[src/rtl/instruction_fetch_unit.sv]
// Fetch stage: owns the program counter, fetches one instruction per step over
// a req/ack handshake, and holds it for the core until advance is signalled.
//
// state | meaning
// FETCH | request outstanding at pc, waiting for imem_ack
// VALID | instruction held and presented, waiting for advance
// FAULT | misaligned redirect target taken; parked until reset
module instruction_fetch_unit #(
  parameter logic [31:0] RESET_PC = 32'h0000_0000  // must be a multiple of 4
) (
  input  logic        clk,
  input  logic        reset,
  output logic        imem_req,
  output logic [31:0] imem_addr,
  input  logic        imem_ack,
  input  logic [31:0] imem_rdata,
  input  logic        advance,
  input  logic        redirect,
  input  logic [31:0] redirect_pc,
  output logic [31:0] instr,
  output logic [6:0]  opcode,
  output logic [31:0] pc,
  output logic [31:0] pc_plus4,
  output logic        instr_valid,
  output logic        fetch_fault
);

  typedef enum logic [1:0] {
    FETCH = 2'd0,
    VALID = 2'd1,
    FAULT = 2'd2
  } state_t;

  state_t      state;
  logic [31:0] pc_q;
  logic [31:0] instr_q;
  logic        req_q;
  logic        valid_q;
  logic        fault_q;

  // Fetch sequencer: pc, instruction register and registered status outputs.
  // instr_q is cleared whenever VALID is left so the decoder sees opcode 0
  // (no side effects) while a fetch is in flight or after a fault.
  always_ff @(posedge clk or posedge reset) begin
    if (reset) begin
      state   <= FETCH;
      pc_q    <= RESET_PC;
      instr_q <= 32'h0000_0000;
      req_q   <= 1'b1;
      valid_q <= 1'b0;
      fault_q <= 1'b0;
    end else begin
      case (state)
        FETCH: begin
          if (imem_ack) begin
            instr_q <= imem_rdata;
            req_q   <= 1'b0;
            valid_q <= 1'b1;
            state   <= VALID;
          end
        end
        VALID: begin
          // imem_ack is ignored here; advance alone moves the stage on.
          if (advance) begin
            instr_q <= 32'h0000_0000;
            valid_q <= 1'b0;
            if (redirect) begin
              pc_q <= redirect_pc;
              if (redirect_pc[1:0] != 2'b00) begin
                req_q   <= 1'b0;
                fault_q <= 1'b1;
                state   <= FAULT;
              end else begin
                req_q <= 1'b1;
                state <= FETCH;
              end
            end else begin
              pc_q  <= pc_plus4;
              req_q <= 1'b1;
              state <= FETCH;
            end
          end
        end
        FAULT: begin
          req_q   <= 1'b0;
          valid_q <= 1'b0;
          fault_q <= 1'b1;
        end
        default: begin
          state   <= FETCH;
          instr_q <= 32'h0000_0000;
          req_q   <= 1'b1;
          valid_q <= 1'b0;
        end
      endcase
    end
  end

  // The request flop resets to 1 so the first request appears as soon as
  // reset drops; gating with reset keeps it low while reset is held.
  assign imem_req    = req_q & ~reset;
  assign imem_addr   = pc_q;
  assign pc          = pc_q;
  assign pc_plus4    = pc_q + 32'd4;
  assign instr       = instr_q;
  assign opcode      = instr_q[6:0];
  assign instr_valid = valid_q;
  assign fetch_fault = fault_q;

endmodule

[config.mk]
export PLATFORM = sky130hd
export DESIGN_NAME = instruction_fetch_unit
export DESIGN_NICKNAME = d
export VERILOG_FILES = /design/src/rtl/instruction_fetch_unit.sv
export SDC_FILE = /design/constraint.sdc
export NUM_CORES = 1
export LEC_CHECK = 0
export CAP_MARGIN = 20
export CORE_MARGIN = 2
export CORE_UTILIZATION = 33
export DETAILED_ROUTE_END_ITERATION = 12
export PLACE_DENSITY = 0.75
export SETUP_SLACK_MARGIN = 0.05
export SLEW_MARGIN = 20
export SYNTH_ARGS = -nofsm -noshare
export SYNTH_HDL_FRONTEND = slang
export SYNTH_SLANG_ARGS = --single-unit
[constraint.sdc]
create_clock -name clk -period 3 [get_ports clk]
set_input_delay 0.6 -clock clk [delete_from_list [all_inputs] [get_ports clk]]
set_output_delay 0.6 -clock clk [all_outputs]
set_load 0.01 [all_outputs]
== Word level (Yosys, flattened, before mapping) ==
Cells that the tools add are included.
Cells by class
  $add $sub $neg: 1
  muxes and demuxes: 21
  bitwise operators: 3
  reduce and logical (&&, ||, !) cells: 7
  eq/ne operators: 6
Operator list (number)
  two-way mux 32 bit: 3
  case mux 32 bit (3 select lines): 1
  adder 32 x 3 -> 32 bit (second input constant): 1
  two-way mux 1 bit: 9
  two-way mux 2 bit: 4
  inequality test 2 bit (second input constant): 4
  case mux 2 bit (3 select lines): 1
  case mux 1 bit (2 select lines): 2
  AND reduction 2 bit: 2
  AND reduction 4 bit: 1
  nonzero test 2 bit: 2
  case mux 1 bit (3 select lines): 1
  AND reduction 3 bit: 1
  == test 2 x 1 -> 1 bit (second input constant): 1
  == test 2 bit (second input constant): 1
  logical NOT 2 bit: 1
  inverter 1 bit: 2
  bitwise AND 1 bit: 1
Word-level totals
  bits of input ports: 69
  register bits: 69
  logic and storage cells: 44

== Depth between registers and ports, before layout ==
Gate-level depths: netlist of the first run.
  depth after elaboration: 5
  depth in mapped cells: 7
  gate-level depth less buffers: 5

== Least setup slack after synthesis of the first run ==
OpenSTA, ideal clock, no wires.
  path type: register to output
  start point: register pc_q[2], in the netlist imem_addr[2]
  end point: output pc_plus4[30]
  slack: 600 ps
  stages on the path, launching flop included: 6
  arrival time: 1800 ps
  path through: dfrtp_1 > ha_1 > and3_1 > nand2_1 > or3_1 > xnor2_1
Between the ends
  word-level cells in the longest chain between the ends: 1
RTL lines
  start: declaration: line 35  | logic [31:0] pc_q;
  start signal: assignment: line 68  | pc_q <= redirect_pc;
  start signal: assignment: line 78  | pc_q <= pc_plus4;
  adder 32 x 3 -> 32 bit: line 104  | assign pc_plus4 = pc_q + 32'd4;
  end: declaration: line 23  | output logic [31:0] pc_plus4,
Every way passes these cells.

== Final worst setup path of the first run ==
  start point: register pc_q[9], in the netlist imem_addr[9]
  end point: output pc_plus4[11]
The elaborated chain is that of the path after synthesis.

==> results of run 1 <==
==> state kept, by name, summed over array words and instances (netlist names) <==
register and count:
fetch_fault 1, req_q 1, instr 32, imem_addr 32, state 2, instr_valid 1
==> timing repair <==
| item | 4_1_cts | 5_1_grt |
|---|---|---|
| setup buffers | 3 | 1 |
| hold endpoints to repair | 0 | 0 |
| resized for setup | 36 | 18 |
| pin swaps | 3 | 3 |
| endpoints found under the setup margin | 18 | 11 |
| hold buffers | 0 | 0 |
==> worst register-to-register path, stage by stage (launching register included) <==
cell and delay (ns):
dfrtp_1 0.35, ha_2 0.24, and3_2 0.26, nand2_1 0.09, buf_4 0.16, o311ai_0 0.45, o211ai_1 0.14
==> how the worst max path moves through the flow <==
stage                     cells after the start  slack (ns)      endpoint
after CTS                                     7        0.02  pc_plus4[24]
after detailed placement                      7        0.16  pc_plus4[28]
final                                         5        0.12  pc_plus4[11]
after global placement                        5        0.24  pc_plus4[26]
after global routing                          6        0.05   pc_plus4[8]
after floorplan                               5        0.60  pc_plus4[30]
==> metal layers <==
metal / wire length, µm / vias to the layer above
met5: 0 / -
met3: 1440 / 21
met4: 252 / 0
met1: 5720 / 2077
met2: 7170 / 235
li1: - / 1995
==> placed cells by master, fill, tap and decap left out, types with 6 or more instances in the layout <==
master | netlist | final
clkdlybuf4s50_1 | 0 | 187
dfrtp_1 | 68 | 61
buf_4 | 42 | 39
a22o_1 | 35 | 35
nand2_1 | 25 | 24
a21oi_1 | 21 | 21
o21ai_0 | 19 | 19
xnor2_1 | 19 | 18
nand3_1 | 19 | 17
and3_1 | 15 | 14
nor2_1 | 17 | 13
nor3_1 | 19 | 13
nand4_1 | 12 | 12
o211ai_1 | 10 | 10
clkbuf_16 | 0 | 9
dlymetal6s2s_1 | 0 | 9
dlygate4sd2_1 | 0 | 9
inv_1 | 9 | 8
xor2_1 | 7 | 7
dfrtp_2 | 0 | 7
a31oi_1 | 6 | 6
or3_1 | 7 | 6
==> power by group through the flow <==
stage	logic [mW]	clock network, mW	registers (mW)
2_1_floorplan	1.89	0	1.88
4_1_cts	4.11	1.00	1.73
5_1_grt	4.38	1.05	1.79
3_5_place_dp	4.04	0	1.73
6_report	4.08	0.988	1.75
3_3_place_gp	4.01	0	1.69
==> area by class of cell <==
cell class	count	area share (%)
inverters	11	0.612
flip-flops and latches	69	25.7
well taps	172	3.19
multi-input cells	297	31.3
repair buffers	245	35.0
clock buffers	10	3.39
clock inverters	6	0.723
==> through the flow <==
step | power [mW] | utilization, % | std cells
6_report | 6.82 | 53.7 | 810
5_1_grt | 7.22 | 53.7 | 810
4_1_cts | 6.84 | 53.1 | 809
3_5_place_dp | 5.77 | 50.1 | 790
3_3_place_gp | 5.71 | 50.1 | 790
2_1_floorplan | 3.78 | - | 454
==> cell families after synthesis <==
family	count (synthesis)	share of synthesized area, %
simple gates	147	20.3
compound gates	118	19.9
buf+inv	88	11.9
flops	69	41.0
xor+xnor	26	5.40
mux	5	1.25
fa+ha+maj	1	0.297
==> metrics.md, run 1 <==
| Metric | Value |
|---|---|
| CP peak stage delay | `0.56 ns` |
| Gpl congestion | `0.922` |
| Sw Ratio | `40.1%` |
| First-pass GRT wire length | `21,400 µm` |
| Leakage | `2.72 nW` |
| Post-synth EDFFs | `0` |
| Max Clock Freq | `347 MHz` |
| Synth Flop Type | `dfrtp_1` |
| Vias in the first global route | `4,080` |
| Logic gate share of total power | `59.8%` |
| Crit path from | `imem_addr[9]` |
| CTS tree | `yes` |
| Cell variety after synth | `53` |
| WL final | `14,600 µm` |
| Post-layout worst setup margin | `0.122 ns` |
| Syn_nets | `524` |
| CP Buf/Inv Count | `1` |
| Clock sink total | `69` |
| Via-to-Cell Ratio | `5.34` |
| Max FO, Critical Path | `7` |
| Mapped Cells | `454` |
| Met2 Use GR | `35.5%` |
| Clock latency on the worst-skew pair | `0.34 ns` |
| Layout filler cell count | `1,104` |
| Clock root buffer | `clkbuf_16` |
| Setup violations, final | `0` |
| Pwr Density | `1010 nW/µm²` |
| Reg2reg start | `imem_addr[2]` |
| Design Area, Final | `6750 µm²` |
| Synth Cell Area | `4210 µm²` |
| Delay-heaviest family, CP | `simple AND/OR/NAND/NOR gates` |
| Post-Route Skew | `0.00710 ns` |
| Antenna violations before repair | `0` |
| Min-delay src | `fetch_fault` |
| CP max stage cell | `clkdlybuf4s50_1` |
| FF+latch area | `1740 µm²` |
| Area grow syn2layout | `60.1%` |
| Worst-margin pin slew | `0.534 ns` |
| H-tree depth | `3` |
| Area of the multi-input gates | `2110 µm²` |
| Hold Crit Depth | `1` |
| Setup tns final | `0 ns` |
| Synth top area cells | `dfrtp_1 40%, buf_4 7.5%, a22o_1 7.3%, xnor2_1 3.9%, a21oi_1 2.5%` |
| Antenna diodes | `0` |
| Total track usage | `20.4%` |
| WS Path Type | `flop to output port` |
| PortBufs | `206` |
| Met1 global-route usage | `24.8%` |
| Most Crowded Layer GR | `met2` |
| Min cycle time layout | `2.88 ns` |
| Worst-path cell chain | `nand4_4, nor2_1, nand2_1, xnor2_1, clkdlybuf4s50_1` |
| RSZ-0062 raised after global routing | `no` |
| CP startpoint kind | `flop` |
| Hold slack | `0.478 ns` |
| Final worst path period share | `95.9%` |
| Hold WC Path Type | `flop to flop` |
| Avg WL per Cell | `18.0 µm` |
| CP Data Required Time | `2.40 ns` |
| Ys Warns | `0` |
| Nets | `703` |
| Core ar. | `12,600 µm²` |
| Critical path capture point type | `output port` |
| Switching Power | `2.74 mW` |
| Slew headroom | `64.2%` |
| Die ar. | `13,700 µm²` |
| Routed Antenna Nets | `0` |
| Outcome | `finished, final reports clean` |
| HPWL after DPL | `10,800 µm` |
| Worst R2R Path Depth | `6` |
| Yosys top cell area share | `40.4%` |
| M3 GR Usage | `4.48%` |
| Ports | `207` |
| Worst R2R Setup Slack | `1.17 ns` |
| Most instantiated cells after synthesis | `68 x dfrtp_1, 42 x buf_4, 35 x a22o_1` |
| Synthesized area per cell | `9.28 µm²` |
| Register area share after synthesis | `41.0%` |
| Reg-to-Reg End | `imem_addr[30]` |
| Initial DRC count | `350` |
| Most common cell in the netlist | `dfrtp_1` |
| Largest net degree at the start of global routing | `51` |
| Die Width | `117 µm` |
| Post-synth ARST share | `100%` |
| Share of cells above drive strength 1 | `15.5%` |
| Fin. max-slew vios | `0` |
| Synth area leader | `dfrtp_1` |
| Max Cap Viol | `0` |
| Starting Density | `33.5%` |
| Chip height | `117 µm` |
| Drt pass-1 iters | `6` |
| Total number of vias | `4,328` |
| Clock tree buffer depth | `2` |
| Peak VDD IR | `0.000438 V` |
| WHS Endpoint | `fetch_fault` |
| Clock buffer count from CTS | `9` |
| Final routed DRC violation total | `0` |
| Sequential group share of total power | `25.7%` |
| CTS clk-pin slew, worst paths | `0.06 ns` |
| Hold Violations, Final | `0` |
| Dpl cell area | `6290 µm²` |
| Pint | `4.08 mW` |
| Number of rows in the core area | `41` |
| Synth Register Bits | `69` |
| Dpl ws | `0.157 ns` |
| Total congestion overflow | `0` |
| Worst Path Arrival | `2.28 ns` |
| Clock power frac | `14.5%` |
Note: power is estimated with default switching activity, not from simulation.
==> inputs of run 2 (changes only) <==
- CORE_UTILIZATION: 33 -> 41
- PLACE_DENSITY: 0.75 -> 0.88
- clock period: 3 -> 3.2 ns (I/O delays scaled with it)
==> run 2 against run 1 <==
Effect of this change:
- critical path depth is 2 higher
- core utilization grew 11 points
- cell count down 5.3%
- register-to-register slack improved by 0.08 ns
- critical path type unchanged
==> metrics.md, run 2 (synthesis results as in run 1) <==
| Metric | Value |
|---|---|
| Outcome | `finished, final reports clean` |
| Commonest non-fill, non-tap cell in the layout | `clkdlybuf4s50_1` |
| HPWL after DPL | `9920 µm (-7.9%)` |
| CP Buf/Inv Count | `3 (+2)` |
| Worst R2R Setup Slack | `1.25 ns (+0.08 ns)` |
| Chip height | `105 µm (-9.9%)` |
| Area grow syn2layout | `56.3%` |
| Peak VDD IR | `0.000417 V (-5.0%)` |
| Clock root buffer | `clkbuf_8` |
| Clock latency on the worst-skew pair | `0.35 ns (about the same)` |
| Most frequent cells in the layout | `199 x clkdlybuf4s50_1, 55 x dfrtp_1, 35 x a22o_1` |
| Drt pass-1 iters | `5 (-1)` |
| Final routed DRC violation total | `0 (unchanged)` |
| Clock sink total | `69 (unchanged)` |
| CP max stage cell | `clkdlybuf4s50_1` |
| WS Path Type | `flop to output port` |
| Fin. max-slew vios | `0 (unchanged)` |
| First-pass GRT wire length | `21,800 µm (+2.0%)` |
| Initial DRC count | `419 (+20%)` |
| Starting Density | `41.6% (+8.0 points)` |
| CTS tree | `yes` |
| Clock tree buffer depth | `2 (unchanged)` |
| Core ar. | `10,100 µm² (-19%)` |
| Post-layout worst setup margin | `0.144 ns (+0.0223 ns)` |
| Max FO, Critical Path | `7 (unchanged)` |
| Design Area, Final | `6590 µm² (-2.4%)` |
| Routed Antenna Nets | `0 (unchanged)` |
| Clock buffer count from CTS | `9 (unchanged)` |
| WL final | `13,800 µm (-5.5%)` |
| CTS clk-pin slew, worst paths | `0.07 ns (about the same)` |
| PortBufs | `206 (unchanged)` |
| Final worst path period share | `95.5%` |
| Delay-heaviest family, CP | `buffers and inverters` |
| Share of cells above drive strength 1 | `14.9% (-0.60 points)` |
| Number of rows in the core area | `37 (-9.8%)` |
| Max Clock Freq | `327 MHz` |
| Pwr Density | `943 nW/µm² (-6.7%)` |
| H-tree depth | `3 (unchanged)` |
| Dpl cell area | `6160 µm² (-2.2%)` |
| Critical path capture point type | `output port` |
| Dpl ws | `0.224 ns (+0.0661 ns)` |
| Ports | `207 (unchanged)` |
| Post-Route Skew | `0.00765 ns (+0.000553 ns)` |
| Antenna violations before repair | `1 (+1)` |
| Avg WL per Cell | `18.0 µm (-0.21%)` |
| Total number of vias | `4,361 (+0.76%)` |
| Slew headroom | `55.9% (-8.2 points)` |
| Worst-margin pin slew | `0.660 ns (+0.126 ns)` |
| CP startpoint kind | `flop` |
| RSZ-0062 raised after global routing | `yes` |
| Die ar. | `11,100 µm² (-19%)` |
| Vias in the first global route | `4,290 (+5.1%)` |
| Die Width | `105 µm (-9.9%)` |
| Worst Path Arrival | `2.42 ns (+0.14 ns)` |
| Leakage | `2.64 nW (-3.0%)` |
| Gpl congestion | `0.849 (-7.9%)` |
| Hold WC Path Type | `flop to flop` |
| Min cycle time layout | `3.06 ns` |
| Max Cap Viol | `0 (unchanged)` |
| Largest net degree at the start of global routing | `42 (-18%)` |
| Nets | `696 (-1.0%)` |
| Layout filler cell count | `788 (-29%)` |
| Setup violations, final | `0 (unchanged)` |
| CP peak stage delay | `0.58 ns (+0.02 ns)` |
| Total track usage | `24.6% (+4.2 points)` |
| Hold Violations, Final | `0 (unchanged)` |
| Total congestion overflow | `0 (unchanged)` |
| CP Data Required Time | `2.56 ns (+0.16 ns)` |
| Via-to-Cell Ratio | `5.69 (+6.4%)` |
| Most Frequent Cell on Critical Path | `buf_4` |
| Worst-path cell chain | `buf_4, nand4_4, nor4_4, buf_4, nand3_1, xnor2_1, clkdlybuf4s50_1` |
-- run 2: power by group --
group	switching (mW)	total (mW)	internal, mW
combinational	1.67	3.71	2.04
sequential	0.468	1.73	1.26
clock	0.341	0.775	0.434
-- run 2: area by class of cell --
class | instances | area, µm² | share of cell area [%]
antenna | 1 | 2.50 | 0.0380
clock buffer | 9 | 124 | 1.88
clock inverter | 6 | 88.8 | 1.35
inverter | 11 | 41.3 | 0.627
multi-input combinational | 297 | 2090 | 31.8
sequential | 69 | 1740 | 26.5
tap | 136 | 170 | 2.58
timing repair buffer | 238 | 2320 | 35.2
-- run 2: repair_timing --
item | 4_1_cts | 5_1_grt
hold buffers | 0 | 0
setup endpoints to repair | 17 | 15
pin swaps | 4 | 5
resized for setup | 25 | 19
buffers inserted | 3 | 8
-- run 2: metal layers --
metal	vias to the layer above	share of wire, %	wire length, µm	global-route usage [%]
li1	1968	-	-	-
met1	2117	40	5510	29.2
met2	236	50	6890	41.9
met3	40	7.1	977	4.89
met4	0	2.9	403	13.2
met5	-	0	0	0
-- run 2: worst paths after layout --
check	cells past startpoint	end	startpoint
max in group asynchronous	3	req_q	reset
min reg2reg	1	fetch_fault	fetch_fault
min	1	fetch_fault	fetch_fault
min in group asynchronous	2	instr[18]	reset
max reg2reg	4	imem_addr[22]	state[1]
max	7	pc_plus4[27]	imem_addr[3]
-- run 2: metrics by stage --
stage | std cells | total power [mW] | hold slack [ns] | TNS [ns] | util, %
2_1_floorplan | 454 | 3.54 | 0.500 | 0 | -
3_3_place_gp | 740 | 5.20 | 0.454 | 0 | 60.7
3_5_place_dp | 740 | 5.30 | 0.463 | 0 | 60.7
4_1_cts | 758 | 6.13 | 0.479 | 0 | 63.6
5_1_grt | 767 | 6.58 | 0.526 | -0.0157 | 65.0
6_report | 767 | 6.21 | 0.477 | 0 | 65.0
-- run 2: worst register-to-register path, cell delays in order, from the launching register on --
cell and delay (ns):
dfrtp_1 0.47, nand3b_1 0.46, or3_1 0.43, or4_1 0.42, nand3_1 0.10
==> inputs of run 3 (changes only) <==
- SETUP_SLACK_MARGIN: 0.05 -> unset
==> run 3 against run 2 <==
Effect of this change:
- critical path depth stayed put
- routed wire length is 1.1% lower
- global-route usage is 0.092 points lower
- core utilization is 0.49 points lower
- clock skew hardly changed
- power is 0.46% lower
- hold slack hardly changed
- register-to-register slack hardly changed
==> metrics.md, run 3 (synthesis results as in run 1) <==
| Metric | Value |
|---|---|
| Largest net degree at the start of global routing | `42 (unchanged)` |
| Antenna violations before repair | `1 (unchanged)` |
| Max Clock Freq | `322 MHz (-1.5%)` |
| Hold Crit Depth | `1 (unchanged)` |
| First-pass GRT wire length | `21,700 µm (-0.38%)` |
| Ports | `207 (unchanged)` |
| Nets | `691 (-0.72%)` |
| Clock sink total | `69 (unchanged)` |
| Sw Ratio | `39.9% (-0.052 points)` |
| Outcome | `finished, final reports clean` |
| Commonest non-fill, non-tap cell in the layout | `clkdlybuf4s50_1` |
| WL final | `13,600 µm (-1.1%)` |
| WHS Endpoint | `fetch_fault` |
| CTS clk-pin slew, worst paths | `0.07 ns (about the same)` |
| Max Cap Viol | `0 (unchanged)` |
| Setup violations, final | `0 (unchanged)` |
| Reg-to-Reg End | `imem_addr[22]` |
| Logic gate share of total power | `59.4% (-0.3 points)` |
| Final routed DRC violation total | `0 (unchanged)` |
| Routed Antenna Nets | `0 (unchanged)` |
| Dpl ws | `0.224 ns (unchanged)` |
| Peak VDD IR | `0.000414 V (-0.53%)` |
| Total congestion overflow | `0 (unchanged)` |
| CTS tree | `yes` |
| Number of rows in the core area | `37 (unchanged)` |
| Pint | `3.72 mW (-0.37%)` |
| Avg WL per Cell | `17.9 µm (-0.42%)` |
| Setup tns final | `0 ns (unchanged)` |
| Core ar. | `10,100 µm² (unchanged)` |
| Total track usage | `24.5% (-0.092 points)` |
| CP startpoint kind | `flop` |
| Post-layout worst setup margin | `0.0974 ns (-0.0466 ns)` |
| Clock latency on the worst-skew pair | `0.34 ns (about the same)` |
| Die Width | `105 µm (unchanged)` |
| Post-Layout Cell Count | `762 (-0.65%)` |
| Starting Density | `41.6% (unchanged)` |
| Fin. max-slew vios | `0 (unchanged)` |
| Leakage | `2.59 nW (-1.7%)` |
| Initial DRC count | `402 (-4.1%)` |
| Post-Route Skew | `0.00717 ns (-0.000487 ns)` |
| Pwr Density | `946 nW/µm² (+0.31%)` |
| Hold-fix buffers, CTS | `0 (unchanged)` |
| Placed insts | `740 (unchanged)` |
| Clock root buffer | `clkbuf_8` |
| Clock tree buffer depth | `2 (unchanged)` |
| Chip height | `105 µm (unchanged)` |
| Sequential group share of total power | `28.1% (+0.3 points)` |
| Worst R2R Setup Slack | `1.24 ns (about the same)` |
| Via-to-Cell Ratio | `5.65 (-0.57%)` |
| PortBufs | `206 (unchanged)` |
| Slew headroom | `55.8% (-0.16 points)` |
| Hold Violations, Final | `0 (unchanged)` |
| Drt pass-1 iters | `5 (unchanged)` |
| Worst R2R Path Depth | `4 (unchanged)` |
| Max FO, Critical Path | `7 (unchanged)` |
| Vias in the first global route | `4,267 (-0.54%)` |
| Crit path from | `imem_addr[2]` |
| Switching Power | `2.46 mW (-0.58%)` |
| Clock power frac | `12.5% (about the same)` |
| Die ar. | `11,100 µm² (unchanged)` |
| HPWL after DPL | `9920 µm (unchanged)` |
| Share of cells above drive strength 1 | `14.2% (-0.68 points)` |
| Worst Path Arrival | `2.46 ns (+0.04 ns)` |
| Final worst path period share | `97.0% (+1.5 points)` |
| Most frequent cells in the layout | `202 x clkdlybuf4s50_1, 54 x dfrtp_1, 35 x a22o_1` |
| Min-delay src | `fetch_fault` |
| Hold WC Path Type | `flop to flop` |
| Reg2reg start | `state[1]` |
| Min cycle time layout | `3.10 ns (+0.0466 ns)` |
| CP Data Required Time | `2.56 ns (about the same)` |
| Area grow syn2layout | `55.1%` |
| WS Path Type | `flop to output port` |
| Clock buffer count from CTS | `9 (unchanged)` |
| Worst-margin pin slew | `0.662 ns (+0.00236 ns)` |
| H-tree depth | `3 (unchanged)` |
| Gpl congestion | `0.849 (unchanged)` |
| Critical path capture point type | `output port` |
| Total number of vias | `4,308 (-1.2%)` |
## run 3: how the worst max path moves through the flow
stage	end	slack, ns	depth (start not counted)
2_1_floorplan	pc_plus4[30]	0.76	5
3_3_place_gp	pc_plus4[27]	0.24	5
3_5_place_dp	pc_plus4[29]	0.22	5
4_1_cts	pc_plus4[21]	0.0003	5
5_1_grt	pc_plus4[16]	-0.03	6
6_report	pc_plus4[24]	0.1	7
## run 3: critical path, stage by stage (launching register included)
cell	delay [ns]
dfrtp_2	0.44
ha_2	0.24
nand3_1	0.15
buf_4	0.22
nor2_2	0.17
nand3_1	0.15
xnor2_1	0.17
clkdlybuf4s50_1	0.57
## run 3: routing by layer
| layer | GRT usage (%) | up-vias | part of all wire [%] |
|---|---|---|---|
| met3 | 4.89 | 35 | 7.0 |
| met1 | 29.2 | 2085 | 40 |
| met4 | 13.0 | 0 | 3.0 |
| met2 | 41.8 | 228 | 50 |
| met5 | 0 | - | 0 |
| li1 | - | 1960 | - |
## run 3: area by class of cell
class | instances | area, µm²
Multi-Input combinational cell | 297 | 2080
Antenna cell | 1 | 2.50
Fill cell | 799 | 3600
Clock buffer | 9 | 124
Inverter | 11 | 41.3
Sequential cell | 69 | 1750
Tap cell | 136 | 170
Clock inverter | 6 | 88.8
Timing Repair Buffer | 233 | 2280
## run 3: stage by stage
| step | cell area (µm²) | power [mW] | utilization (%) | hold slack, ns |
|---|---|---|---|---|
| 2_1_floorplan | 4210 | 3.54 | - | 0.500 |
| 3_3_place_gp | 6160 | 5.20 | 60.7 | 0.454 |
| 3_5_place_dp | 6160 | 5.30 | 60.7 | 0.463 |
| 4_1_cts | 6420 | 6.12 | 63.3 | 0.479 |
| 5_1_grt | 6540 | 6.55 | 64.5 | 0.526 |
| 6_report | 6540 | 6.18 | 64.5 | 0.477 |
## run 3: power by group through the flow
| stage | clock network [mW] | logic, mW | registers (mW) |
|---|---|---|---|
| after floorplan | 0 | 1.77 | 1.77 |
| after global placement | 0 | 3.54 | 1.66 |
| after detailed placement | 0 | 3.59 | 1.71 |
| after CTS | 0.784 | 3.63 | 1.71 |
| after global routing | 0.825 | 3.92 | 1.81 |
| final | 0.773 | 3.67 | 1.74 |
## run 3: timing repair
action	CTS	global route
pin swaps	2	5
endpoints found under the setup margin	14	17
setup buffers	2	4
gates resized for setup	15	26
